`config.mk`:
```
export PLATFORM = sky130hd
export DESIGN_NAME = v_alu_sequencer_flat
export DESIGN_NICKNAME = d
export VERILOG_FILES = /design/src/rtl/v_alu_sequencer_pkg.sv /design/src/rtl/v_alu_sequencer_if.sv /design/src/rtl/v_alu_sequencer_elem_byte_en.sv /design/src/rtl/v_alu_sequencer.sv /design/src/flat_wrapper.sv
export SDC_FILE = /design/constraint.sdc
export NUM_CORES = 1
export LEC_CHECK = 0
export ABC_AREA = 1
export CAP_MARGIN = 5
export CORE_AREA = 2 2 246 248
export CTS_CLUSTER_SIZE = 10
export DETAILED_ROUTE_END_ITERATION = 16
export DIE_AREA = 0 0 248 250
export GPL_ROUTABILITY_DRIVEN = 0
export PLACE_DENSITY = 0.68
export SLEW_MARGIN = 20
export SYNTH_ARGS = -nofsm -noshare
export SYNTH_HDL_FRONTEND = slang
export SYNTH_SLANG_ARGS = --single-unit
```
`constraint.sdc`:
```
create_clock -name clk -period 4.4 [get_ports clk]
set_input_delay 1.1 -clock clk [delete_from_list [all_inputs] [get_ports clk]]
set_output_delay 1.1 -clock clk [all_outputs]
set_load 0.05 [all_outputs]
```
`src/rtl/v_alu_sequencer_pkg.sv`:
```
// Shared constants, opcodes and helpers for the vector ALU issue sequencer.
// Latency: n/a (package only).
// Backpressure: n/a (package only).
package v_alu_sequencer_pkg;

    localparam int VECTOR_LENGTH = 128;
    localparam int VALU_OP_W     = 32;
    localparam int ADDSUB_LAT    = 1;

    localparam int NCHUNK  = VECTOR_LENGTH / VALU_OP_W;
    localparam int VL_W    = $clog2(VECTOR_LENGTH / 8) + 1;
    localparam int CHUNK_W = $clog2(NCHUNK + 1);
    localparam int BE_W    = VALU_OP_W / 8;
    // Capture pipe keeps at least one stage so the arrays never collapse to zero width.
    localparam int PIPE_D  = (ADDSUB_LAT > 0) ? ADDSUB_LAT : 1;
    localparam int LAT_W   = $clog2(PIPE_D + 1);

    localparam logic [3:0] VALU_NOP  = 4'h0;
    localparam logic [3:0] VALU_VADD = 4'h1;
    localparam logic [3:0] VALU_VSUB = 4'h2;
    localparam logic [3:0] VALU_VAND = 4'h3;
    localparam logic [3:0] VALU_VOR  = 4'h4;
    localparam logic [3:0] VALU_VXOR = 4'h5;

    localparam logic [1:0] VSEW_8  = 2'd0;
    localparam logic [1:0] VSEW_16 = 2'd1;
    localparam logic [1:0] VSEW_32 = 2'd2;

    typedef enum logic [1:0] {
        SEQ_IDLE,
        SEQ_ISSUE,
        SEQ_DRAIN,
        SEQ_WB
    } seq_state_t;

    // Adder ops go through the registered adder; logic ops are combinational.
    function automatic logic [LAT_W-1:0] valu_latency(input logic [3:0] op);
        return ((op == VALU_VADD) || (op == VALU_VSUB)) ? LAT_W'(ADDSUB_LAT) : '0;
    endfunction

    function automatic logic valu_op_supported(input logic [3:0] op);
        return (op == VALU_VADD) || (op == VALU_VSUB) || (op == VALU_VAND) ||
               (op == VALU_VOR)  || (op == VALU_VXOR);
    endfunction

endpackage

```
`src/rtl/v_alu_sequencer_if.sv`:
```
// Request, ALU-side and writeback signals of the vector ALU sequencer.
// Latency: n/a (wiring only).
// Backpressure: req_valid/req_ready on the request side, wb_valid/wb_ready on writeback.
interface v_alu_sequencer_if;
    import v_alu_sequencer_pkg::*;

    logic                     req_valid;
    logic                     req_ready;
    logic [3:0]               op_instr;
    logic [1:0]               vsew;
    logic [VL_W-1:0]          vl;
    logic [VECTOR_LENGTH-1:0] vs1_data;
    logic [VECTOR_LENGTH-1:0] vs2_data;
    logic [VECTOR_LENGTH-1:0] vd_old;

    logic [3:0]               alu_op_instr;
    logic [1:0]               alu_vsew;
    logic [VALU_OP_W-1:0]     alu_op_A;
    logic [VALU_OP_W-1:0]     alu_op_B;
    logic [VALU_OP_W-1:0]     alu_result;

    logic                     wb_valid;
    logic [VECTOR_LENGTH-1:0] wb_data;
    logic                     wb_ready;

    // Integration side: issues instructions, hosts the ALU, consumes writeback.
    modport master (
        output req_valid, op_instr, vsew, vl, vs1_data, vs2_data, vd_old,
        output alu_result, wb_ready,
        input  req_ready, alu_op_instr, alu_vsew, alu_op_A, alu_op_B,
        input  wb_valid, wb_data
    );

    // Sequencer side.
    modport slave (
        input  req_valid, op_instr, vsew, vl, vs1_data, vs2_data, vd_old,
        input  alu_result, wb_ready,
        output req_ready, alu_op_instr, alu_vsew, alu_op_A, alu_op_B,
        output wb_valid, wb_data
    );

endinterface

```
`src/rtl/v_alu_sequencer_elem_byte_en.sv`:
```
// Byte enables for one ALU-width chunk: a byte is live when its element index is below vl.
// Latency: combinational.
// Backpressure: none.
module v_elem_byte_en
    import v_alu_sequencer_pkg::*;
(
    input  logic [VL_W-1:0]    vl,
    input  logic [1:0]         vsew,
    input  logic [CHUNK_W-1:0] chunk,
    output logic [BE_W-1:0]    byte_en
);

    logic [7:0] byte_idx;
    logic [7:0] elem_idx;

    // Element index of a byte is its absolute byte index divided by the element size in bytes.
    always_comb begin
        byte_en  = '0;
        byte_idx = '0;
        elem_idx = '0;
        for (int b = 0; b < BE_W; b++) begin
            byte_idx   = 8'(int'(chunk) * BE_W + b);
            elem_idx   = byte_idx >> vsew;
            byte_en[b] = (elem_idx < 8'(vl));
        end
    end

endmodule

```
`src/rtl/v_alu_sequencer.sv`:
```
// Vector ALU issue sequencer: slices vs1/vs2 into ALU chunks, captures results, merges tail from vd_old.
// Latency: nchunk+L edges after the accepting edge to wb_valid; wb_valid right after accept if nothing issues.
// Backpressure: WB holds wb_valid/wb_data until wb_ready; req_ready is high only in IDLE.
module v_alu_sequencer
    import v_alu_sequencer_pkg::*;
(
    input  logic             clk,
    input  logic             rst,
    v_alu_sequencer_if.slave seq
);

    seq_state_t state;
    seq_state_t state_nxt;

    logic [3:0]               op_q;
    logic [1:0]               vsew_q;
    logic [VL_W-1:0]          vl_q;
    logic [CHUNK_W-1:0]       nchunk_q;
    logic [LAT_W-1:0]         lat_q;
    logic [VECTOR_LENGTH-1:0] vs1_q;
    logic [VECTOR_LENGTH-1:0] vs2_q;
    logic [VECTOR_LENGTH-1:0] wb_data_q;
    logic [CHUNK_W-1:0]       chunk_cnt;

    logic [PIPE_D-1:0]        pipe_vld;
    logic [CHUNK_W-1:0]       pipe_idx [PIPE_D];

    logic [VL_W-1:0]          vlmax;
    logic [VL_W-1:0]          vl_clamp;
    logic [7:0]               byte_cnt;
    logic [CHUNK_W-1:0]       nchunk_req;
    logic                     req_ok;
    logic                     accept;
    logic                     issue_fire;
    logic                     last_issue;
    logic                     pipe_drained;
    logic                     cap_vld;
    logic [CHUNK_W-1:0]       cap_idx;
    logic [BE_W-1:0]          cap_be;

    // Request decode: clamp vl to VLMAX and size the job in ALU chunks.
    // Reserved SEW encodings take the same no-issue path as unsupported opcodes.
    always_comb begin
        vlmax      = VL_W'((VECTOR_LENGTH / 8) >> seq.vsew);
        vl_clamp   = (seq.vl > vlmax) ? vlmax : seq.vl;
        byte_cnt   = 8'(vl_clamp) << seq.vsew;
        nchunk_req = CHUNK_W'((byte_cnt + 8'(BE_W - 1)) >> $clog2(BE_W));
        req_ok     = valu_op_supported(seq.op_instr) && (seq.vsew <= VSEW_32) &&
                     (nchunk_req != '0);
        accept     = seq.req_valid && (state == SEQ_IDLE);
    end

    // Issue tracking and result capture select: L=0 ops capture in the issue cycle itself,
    // adder ops capture from the tail of the valid/index pipe.
    always_comb begin
        issue_fire   = (state == SEQ_ISSUE);
        last_issue   = issue_fire && (chunk_cnt == (nchunk_q - CHUNK_W'(1)));
        pipe_drained = ((pipe_vld & ~(PIPE_D'(1) << (PIPE_D - 1))) == '0);
        cap_vld      = (lat_q == '0) ? issue_fire : pipe_vld[PIPE_D-1];
        cap_idx      = (lat_q == '0) ? chunk_cnt  : pipe_idx[PIPE_D-1];
    end

    v_elem_byte_en u_byte_en (
        .vl      (vl_q),
        .vsew    (vsew_q),
        .chunk   (cap_idx),
        .byte_en (cap_be)
    );

    // State register.
    always_ff @(posedge clk) begin
        if (rst) begin
            state <= SEQ_IDLE;
        end else begin
            state <= state_nxt;
        end
    end

    // Next-state: DRAIN exits once the only chunk left in the pipe is the one captured this edge.
    always_comb begin
        state_nxt = state;
        case (state)
            SEQ_IDLE: begin
                if (accept) begin
                    state_nxt = req_ok ? SEQ_ISSUE : SEQ_WB;
                end
            end
            SEQ_ISSUE: begin
                if (last_issue) begin
                    state_nxt = (lat_q != '0) ? SEQ_DRAIN : SEQ_WB;
                end
            end
            SEQ_DRAIN: begin
                if (pipe_drained) begin
                    state_nxt = SEQ_WB;
                end
            end
            SEQ_WB: begin
                if (seq.wb_ready) begin
                    state_nxt = SEQ_IDLE;
                end
            end
            default: state_nxt = SEQ_IDLE;
        endcase
    end

    // Outputs: ALU sees NOP outside ISSUE/DRAIN so its adder stays idle; operands only in ISSUE.
    always_comb begin
        seq.req_ready    = (state == SEQ_IDLE);
        seq.wb_valid     = (state == SEQ_WB);
        seq.wb_data      = wb_data_q;
        seq.alu_op_instr = VALU_NOP;
        seq.alu_vsew     = '0;
        seq.alu_op_A     = '0;
        seq.alu_op_B     = '0;
        if ((state == SEQ_ISSUE) || (state == SEQ_DRAIN)) begin
            seq.alu_op_instr = op_q;
            seq.alu_vsew     = vsew_q;
        end
        if (state == SEQ_ISSUE) begin
            seq.alu_op_A = vs1_q[chunk_cnt*VALU_OP_W +: VALU_OP_W];
            seq.alu_op_B = vs2_q[chunk_cnt*VALU_OP_W +: VALU_OP_W];
        end
    end

    // Datapath: latch the request, step the chunk counter, shift the capture pipe, merge results.
    always_ff @(posedge clk) begin
        if (rst) begin
            op_q      <= VALU_NOP;
            vsew_q    <= '0;
            vl_q      <= '0;
            nchunk_q  <= '0;
            lat_q     <= '0;
            vs1_q     <= '0;
            vs2_q     <= '0;
            wb_data_q <= '0;
            chunk_cnt <= '0;
            pipe_vld  <= '0;
            for (int i = 0; i < PIPE_D; i++) begin
                pipe_idx[i] <= '0;
            end
        end else begin
            if (accept) begin
                op_q      <= seq.op_instr;
                vsew_q    <= seq.vsew;
                vl_q      <= vl_clamp;
                nchunk_q  <= nchunk_req;
                lat_q     <= valu_latency(seq.op_instr);
                vs1_q     <= seq.vs1_data;
                vs2_q     <= seq.vs2_data;
                wb_data_q <= seq.vd_old;
                chunk_cnt <= '0;
            end else if (issue_fire) begin
                chunk_cnt <= chunk_cnt + CHUNK_W'(1);
            end

            pipe_vld[0] <= issue_fire && (lat_q != '0);
            pipe_idx[0] <= chunk_cnt;
            for (int i = 1; i < PIPE_D; i++) begin
                pipe_vld[i] <= pipe_vld[i-1];
                pipe_idx[i] <= pipe_idx[i-1];
            end

            // Tail bytes (element index >= vl) keep the vd_old value preloaded on accept.
            if (cap_vld) begin
                for (int b = 0; b < BE_W; b++) begin
                    if (cap_be[b]) begin
                        wb_data_q[cap_idx*VALU_OP_W + b*8 +: 8] <= seq.alu_result[b*8 +: 8];
                    end
                end
            end
        end
    end

endmodule
```
`src/flat_wrapper.sv`:
```
// flat-port wrapper written by rule: the top's interface ports become plain ports
module v_alu_sequencer_flat import v_alu_sequencer_pkg::*;
  (clk, rst, seq_req_valid, seq_op_instr, seq_vsew, seq_vl, seq_vs1_data, seq_vs2_data, seq_vd_old, seq_alu_result, seq_wb_ready, seq_req_ready, seq_alu_op_instr, seq_alu_vsew, seq_alu_op_A, seq_alu_op_B, seq_wb_valid, seq_wb_data);
  v_alu_sequencer_if seq_i ();
  input  logic clk;
  input  logic rst;
  input wire logic [$bits(seq_i.req_valid)-1:0] seq_req_valid;
  input wire logic [$bits(seq_i.op_instr)-1:0] seq_op_instr;
  input wire logic [$bits(seq_i.vsew)-1:0] seq_vsew;
  input wire logic [$bits(seq_i.vl)-1:0] seq_vl;
  input wire logic [$bits(seq_i.vs1_data)-1:0] seq_vs1_data;
  input wire logic [$bits(seq_i.vs2_data)-1:0] seq_vs2_data;
  input wire logic [$bits(seq_i.vd_old)-1:0] seq_vd_old;
  input wire logic [$bits(seq_i.alu_result)-1:0] seq_alu_result;
  input wire logic [$bits(seq_i.wb_ready)-1:0] seq_wb_ready;
  output wire logic [$bits(seq_i.req_ready)-1:0] seq_req_ready;
  output wire logic [$bits(seq_i.alu_op_instr)-1:0] seq_alu_op_instr;
  output wire logic [$bits(seq_i.alu_vsew)-1:0] seq_alu_vsew;
  output wire logic [$bits(seq_i.alu_op_A)-1:0] seq_alu_op_A;
  output wire logic [$bits(seq_i.alu_op_B)-1:0] seq_alu_op_B;
  output wire logic [$bits(seq_i.wb_valid)-1:0] seq_wb_valid;
  output wire logic [$bits(seq_i.wb_data)-1:0] seq_wb_data;
  assign seq_i.req_valid = seq_req_valid;
  assign seq_i.op_instr = seq_op_instr;
  assign seq_i.vsew = seq_vsew;
  assign seq_i.vl = seq_vl;
  assign seq_i.vs1_data = seq_vs1_data;
  assign seq_i.vs2_data = seq_vs2_data;
  assign seq_i.vd_old = seq_vd_old;
  assign seq_i.alu_result = seq_alu_result;
  assign seq_i.wb_ready = seq_wb_ready;
  assign seq_req_ready = seq_i.req_ready;
  assign seq_alu_op_instr = seq_i.alu_op_instr;
  assign seq_alu_vsew = seq_i.alu_vsew;
  assign seq_alu_op_A = seq_i.alu_op_A;
  assign seq_alu_op_B = seq_i.alu_op_B;
  assign seq_wb_valid = seq_i.wb_valid;
  assign seq_wb_data = seq_i.wb_data;
  v_alu_sequencer u_core (.clk(clk), .rst(rst), .seq(seq_i));
endmodule
```
[Word-level counts from Yosys, hierarchy flattened]
Memories as Yosys holds them, arrays and structs flattened.
Index checks and enable logic that the tools add are counted.
Word-level totals
  register bits: 405
  bits in latches: 0
  memory bits (writable): 3
  ROM bits: 0
  output and inout port bits: 200
  word-level logic and storage cells: 110
  memories: 1
Memory list
  u_core.pipe_idx: words 1, bits a word 3, rd ports 1, clocked after memory_dff 0, write ports 1, RTL line v_alu_sequencer.sv:26  | logic [CHUNK_W-1:0] pipe_idx [PIPE_D];
Cells by class
  $add $sub $neg: 13
  multiply operators: 0
  div/mod/pow operators: 0
  $lt $le $gt $ge: 6
  equal/unequal tests: 12
  shift-type cells: 16
  mux-type cells: 36
  bitwise operators: 0
  reduce and logical (&&, ||, !) cells: 15
Operators with widths (count)
  $mux 128: 13
  $bwmux 128: 4
  $shift 8x34->128 const A: 4
  $shiftx 8x34->128: 4
  $shiftx 128x9->32: 2
  $neg 32->34: 3
  $mux 32: 2
  $neg 8->34: 1
  $lt 8x5->1: 4
  $shr 6x2->8: 3
  $add 8x5->9 const B: 2
  $add 5x2->6 const B: 2
  $mux 2: 5
  $add 8x4->9 const B: 1
  $eq 4x2->1 const B: 2
  $eq 4x3->1 const B: 2
  $pmux 2 s4: 1
  $shr 5x2->8: 1
  $mux 1: 7
  $add 5x1->6 const B: 1
  $mux 3: 2
  $add 5x2->5 const B: 1
  $gt 5x5->1: 1
  $logic_and 1x1->1: 5
  other kinds (19): 25

[Logic depth before layout (Yosys ltp)]
  word-level depth: 19
  mapped depth: 23
  gate-level depth less buffers: 21

[Hierarchy]
Synthesis repeated with hierarchy kept, for this count alone.
Unflattened totals
  cell total of the unflattened synthesis: 2667
  area total of the unflattened synthesis: 18728.0 um^2
Modules (own cells, without submodules)
  v_alu_sequencer: times used 1, cells each 2610, area each 18431.4 um^2, sequential area each 8167.8 um^2
  v_elem_byte_en: times used 1, cells each 57, area each 296.5 um^2, sequential area each 0.0 um^2

[Worst setup path before layout]
Ideal clock, no wire load.
  path kind: in2reg
  start point: input port seq_vsew[0]
  end point: register u_core.state[1]
  arrival time: 3.226 ns
  data required time: 4.267 ns
  setup slack: 1.042 ns
  stages: 22
  buffers on the path: 2
  cells stage by stage: clkbuf_1 > inv_1 > nor2_1 > inv_1 > ha_1 > nand2_1 > inv_1 > nand2_1 > nand3_1 > nand2_1 > buf_2 > nand2_1 > nand2_1 > nand2_1 > nor2_1 > nand2_1 > nand2_1 > nand2_1 > nand2_1 > nand2_1 > nand2_1 > a21oi_1
On the way
  word-level cells in the longest chain between the ends: 10
  elaborated cells between the ends (all ways): 12
  classes of those cells: add/sub (1); order compare (2); shift (2); mux (4); reduce/logical (3)
RTL lines
  from (decl): RTL line flat_wrapper.sv:9  | input wire logic [$bits(seq_i.vsew)-1:0] seq_vsew;
  $shr 5x2->5: RTL line v_alu_sequencer.sv:44  | vlmax = VL_W'((VECTOR_LENGTH / 8) >> seq.vsew);
  $gt 5x5->1: RTL line v_alu_sequencer.sv:45  | vl_clamp = (seq.vl > vlmax) ? vlmax : seq.vl;
  $mux 5: RTL line v_alu_sequencer.sv:45
  $shl 5x2->5: RTL line v_alu_sequencer.sv:46  | byte_cnt = 8'(vl_clamp) << seq.vsew;
  $add 5x2->5: RTL line v_alu_sequencer.sv:47  | nchunk_req = CHUNK_W'((byte_cnt + 8'(BE_W - 1)) >> $clog2(BE_W));
  $reduce_bool 3->1: RTL line v_alu_sequencer.sv:49  | (nchunk_req != '0);
  $logic_and 1x1->1 (*): RTL line v_alu_sequencer.sv:48  | req_ok = valu_op_supported(seq.op_instr) && (seq.vsew <= VSEW_32) &&
  $mux 2 (*): RTL line v_alu_sequencer.sv:85  | state_nxt = req_ok ? SEQ_ISSUE : SEQ_WB;
  $mux 2 (*): RTL line v_alu_sequencer.sv:84  | if (accept) begin
  $pmux 2 s4 (*): RTL line v_alu_sequencer.sv:82  | case (state)
  to (signal assigned): RTL line v_alu_sequencer.sv:75  | state <= state_nxt;
  to (decl): RTL line v_alu_sequencer.sv:12  | seq_state_t state;
Mark *: on every way between the ends. The rest lies on a longest branch, timed or not. The select of a mux whose other input is x is not followed.
A chain may end at the register's enable or synchronous reset.

[Worst setup path in the final report]
  start point: register u_core.state[1]
  end point: output port seq_alu_op_A[14]
On the way
  word-level cells in the longest chain between the ends: 2
RTL lines
  $eq 2x1->1: RTL line v_alu_sequencer.sv:120  | if (state == SEQ_ISSUE) begin
  $mux 32: RTL line v_alu_sequencer.sv:120
  to (decl): RTL line flat_wrapper.sv:19  | output wire logic [$bits(seq_i.alu_op_A)-1:0] seq_alu_op_A;
No other way between the ends.

==> impl_summary.txt <==
----------------------------------------------------
[STA]
  Final Hold Vio Count ... 0
  Slew @ Worst Pin ... 871 ps
  Achievable Freq ... ~0.26 GHz
  Worst clock skew ... about 15 ps
  Final Cycle Share ... slightly below 90%
  Aggregate negative setup slack ... 0 ps
  Setup repair after global routing missed its margin ... false
  Remaining max-slew budget at the tightest pin ... 41.8%
  Final worst slack ... 574 ps
  Final number of max-transition violations ... 0
  Post-route minimum period ... 3830 ps
  Final count of negative-setup-slack endpoints ... 0

[Route]
  Count of unresolved DRC violations after routing ... 0
  Number of vias in the routed layout ... just over 20000
  Number of detailed-routing iterations run before antenna repair ... 5
  Per-cell via count in the routed design ... 5.08
  Antenna viol nets, final ... 0
  Final routed wirelength across all metal layers ... 81500 µm
  Detail-routed net length per standard cell ... a little over 20 µm
  Iteration-0 DRC count of the detailed router ... ~1500

[Synth]
  Fraction of registers with async set or reset after synthesis ... 0%
  Total standard cell area after synthesis ... 0.0190 mm²
  Sequential area share after synthesis ... approximately 43%
  Post-synthesis cell type with the largest combined area ... sky130_fd_sc_hd__dfxtp_1
  Synth warn ... 0
  List of most frequent post-synthesis cells ... 502 x sky130_fd_sc_hd__nor2_1, 451 x sky130_fd_sc_hd__o21ai_0, 408 x sky130_fd_sc_hd__dfxtp_1
  Main flop type after synthesis ... sky130_fd_sc_hd__dfxtp_1
  Gate Count Post-Synth ... 2706
  Number of storage elements in the synthesis netlist ... 408
  Main area contributors after synthesis ... sky130_fd_sc_hd__dfxtp_1 43%, sky130_fd_sc_hd__o21ai_0 12%, sky130_fd_sc_hd__nor2_1 9.9%, sky130_fd_sc_hd__a21oi_1 7.8%, sky130_fd_sc_hd__nand2_1 4.5%
  Area share of the leading cell type in the synthesized netlist ... 43.0%
  Synthesized area per cell ... 7.02 µm²
  Post-Synthesis Net Count ... 3156
  Cell with the most instances after synthesis ... sky130_fd_sc_hd__nor2_1
  Number of flops mapped to enable cells by yosys ... 0
  Library cells used by synthesis ... 38

[Die]
  Placement Rows ... 90
  Horizontal die dimension ... 248 µm
  Vertical die dimension ... 250 µm
  # IOs ... 631
  Placeable core area ... 0.0596 mm²
  Starting density of the core ... between 30% and 40%
  Die Area ... between 0.06 and 0.07 mm²

[Setup path]
  CP dominant cell by count ... sky130_fd_sc_hd__buf_4
  Required time at the endpoint of the critical path ... around 3300 ps
  Class of the most critical setup path ... flip-flop to primary output
  Number of stages on the worst setup path ... 6
  Crit Reg-Reg Endpoint ... u_core.seq.wb_data[41]
  Critical path startpoint category ... flip-flop
  Largest delay contributor family on the critical path ... buffers and inverters
  Cell with the largest stage delay on the worst path ... sky130_fd_sc_hd__nand2_2
  Crit path capture type ... primary output
  Reg2reg setup slack ... 1040 ps
  Source of the worst register-to-register timing path ... u_core.chunk_cnt[1]
  Crit path buffers/inverters ... 3
  Biggest fanout along the worst timing path ... 32
  Largest incremental delay on the critical path ... 520 ps
  Worst EP arrival ... 2730 ps
  Cell Chain, Critical Path ... inv_1 -> ha_1 -> nand2_2 -> buf_4 -> a21oi_1 -> buf_4
  Length in cells of the worst reg-to-reg path ... 14

[Clock tree]
  Post-cts gate resize count ... 0
  Quantity of hold-fixing buffers added after cts ... 0
  Maximum level of the CTS H-tree ... 2
  Clk root buf ... sky130_fd_sc_hd__clkbuf_16
  # Post-CTS Setup Buffers ... 0
  Clock-pin slew on the worst setup and hold paths ... ~60 ps
  Clk_lat worst skew ... 580 ps
  CTS Sinks ... 408
  Number of buffers added by the clock tree synthesis step ... 49
  Worst-case clock buffer depth ... 3
  TritonCTS clock tree ... built

[Power]
  Pwr per Cell Area ... 603 mW/mm²
  Peak ir drop on the vdd network ... roughly 0.45 mV
  Total leakage power ... about 0.011 µW

[GRT]
  Global-route wire length before repair ... 119000 µm
  Tot GR Track Use ... ~25%
  Number of antenna violations at the first check in global routing ... 18
  Number of global-route vias before repair ... 19500
  Maximum number of pins on one net before global-route repair ... 132
  Total overflow reported by the global router ... 0

[Placed design]
  Final HPWL DP ... between 50000 and 60000 µm
  Port Buf Inserts ... 630
  Minimum setup slack after placement ... 183 ps

[Final layout]
  Layout net count ... 3662
  Fraction of final layout cells with drive strength greater than 1 ... 7.03%
  Area added between synthesis and finish ... 44.0%
  Count of filler cells inserted in the layout ... roughly 6000

[Worst hold path]
  Worst hold path cell count ... 2
  Worst hold path startpoint ... u_core.vs2_q[79]
  Path category of the worst min-delay check ... flip-flop to flip-flop
  Worst min-delay path endpoint ... u_core.vs2_q[79]

[Flow run]
  Count of max-cap constraint violations ... 0

[Run status]
  Result of the run ... finished, final reports clean

----------------------------------------------------
[routing by layer]
metal | wire [µm] | GRT usage (%) | vias up | share of wire [%]
met5 | 88 | 0 | - | 0.11
met4 | 3670 | 11.2 | 12 | 4.5
met3 | 7400 | 6.04 | 165 | 9.1
met2 | 38100 | 41.9 | 802 | 47
met1 | 32200 | 30.5 | 9418 | 40
li1 | - | - | 10000 | -
[registers in the layout, indices dropped and copies added, names as in the netlist]
register            count
u_core.chunk_cnt        3
u_core.lat_q            1
u_core.nchunk_q         3
u_core.op_q             4
u_core.pipe_idx         3
u_core.pipe_vld         1
u_core.seq.wb_data    128
u_core.state            2
u_core.vl_q             5
u_core.vs1_q          128
u_core.vs2_q          128
u_core.vsew_q           2
[how the worst max path moves through the flow]
stage | start | to | slack (ps)
2_1_floorplan | seq_vsew[0] | u_core.state[1] | 1040
3_3_place_gp | seq_vsew[0] | u_core.state[1] | 240
3_5_place_dp | seq_vsew[0] | u_core.state[1] | 180
4_1_cts | u_core.state[1] | seq_alu_op_A[14] | 510
5_1_grt | seq_vsew[0] | u_core.state[1] | 390
6_report | u_core.state[1] | seq_alu_op_A[14] | 570
[per-stage QoR]
| step | util [%] | area, µm² | total power (µW) | instances | hold slack (ps) |
|---|---|---|---|---|---|
| 2_1_floorplan | - | 19000 | 9980 | 2706 | 449 |
| 3_3_place_gp | 43.5 | 25900 | 12700 | 3943 | 456 |
| 3_5_place_dp | 43.5 | 25900 | 12800 | 3943 | 465 |
| 4_1_cts | 45.9 | 27300 | 16600 | 4010 | 477 |
| 5_1_grt | 45.9 | 27400 | 17400 | 4017 | 487 |
| 6_report | 45.9 | 27400 | 16500 | 4019 | 472 |
[cells by family after synthesis]
logic type | Yosys count | synth area share [%]
buf+inv | 417 | 8.45
compound gates | 841 | 23.2
flops | 408 | 43.0
xor+xnor | 2 | 0.0922
fa+ha+maj | 19 | 1.25
simple gates | 971 | 21.4
mux | 48 | 2.53
[cells in the final DEF (no fill, tap or decap), drive strengths merged, types with 3 or more instances in the layout]
cell	n
inv	216
ha	19
a22oi	3
o32ai	6
diode	9
clkbuf	62
dfxtp	408
nand4	7
mux2i	48
nand2	240
buf	92
o21ai	467
nor2	509
o22ai	28
clkdlybuf4s50	565
nand3	174
o211ai	25
nor3	13
a21oi	296
a211oi	12
or2	26
[report_power, final]
part           total (µW)  leakage (µW)  switching (µW)  internal [µW]
Sequential           5060       0.00336             447           4610
Combinational        7660       0.00668            5100           2550
Clock                3770      0.000683            1610           2150
[worst reg2reg max path, stage by stage, from the launching register on]
cell                      delay (ps)
sky130_fd_sc_hd__dfxtp_2         320
sky130_fd_sc_hd__inv_2           340
sky130_fd_sc_hd__o21a_4          250
sky130_fd_sc_hd__nand2_1          60
sky130_fd_sc_hd__o21ai_0         150
sky130_fd_sc_hd__nor2_1           80
sky130_fd_sc_hd__ha_1            300
sky130_fd_sc_hd__a21oi_1         330
sky130_fd_sc_hd__nand2_1          90
sky130_fd_sc_hd__nand2_1         120
sky130_fd_sc_hd__nand2_2         290
sky130_fd_sc_hd__inv_4           220
sky130_fd_sc_hd__nand2_2         230
sky130_fd_sc_hd__a21oi_1         370
sky130_fd_sc_hd__nor2_1           90
[cell type report]
class,instances,area [µm²],share of cell area [%]
antenna,9,22.5,0.0823
clock buffer,62,1330,4.84
clock inverter,5,85.1,0.311
inverter,215,827,3.02
multi-input combinational,1881,9240,33.8
sequential,408,8170,29.9
tap,782,978,3.58
timing repair buffer,657,6710,24.5
No activity file was read; power rests on OpenSTA's default activity.
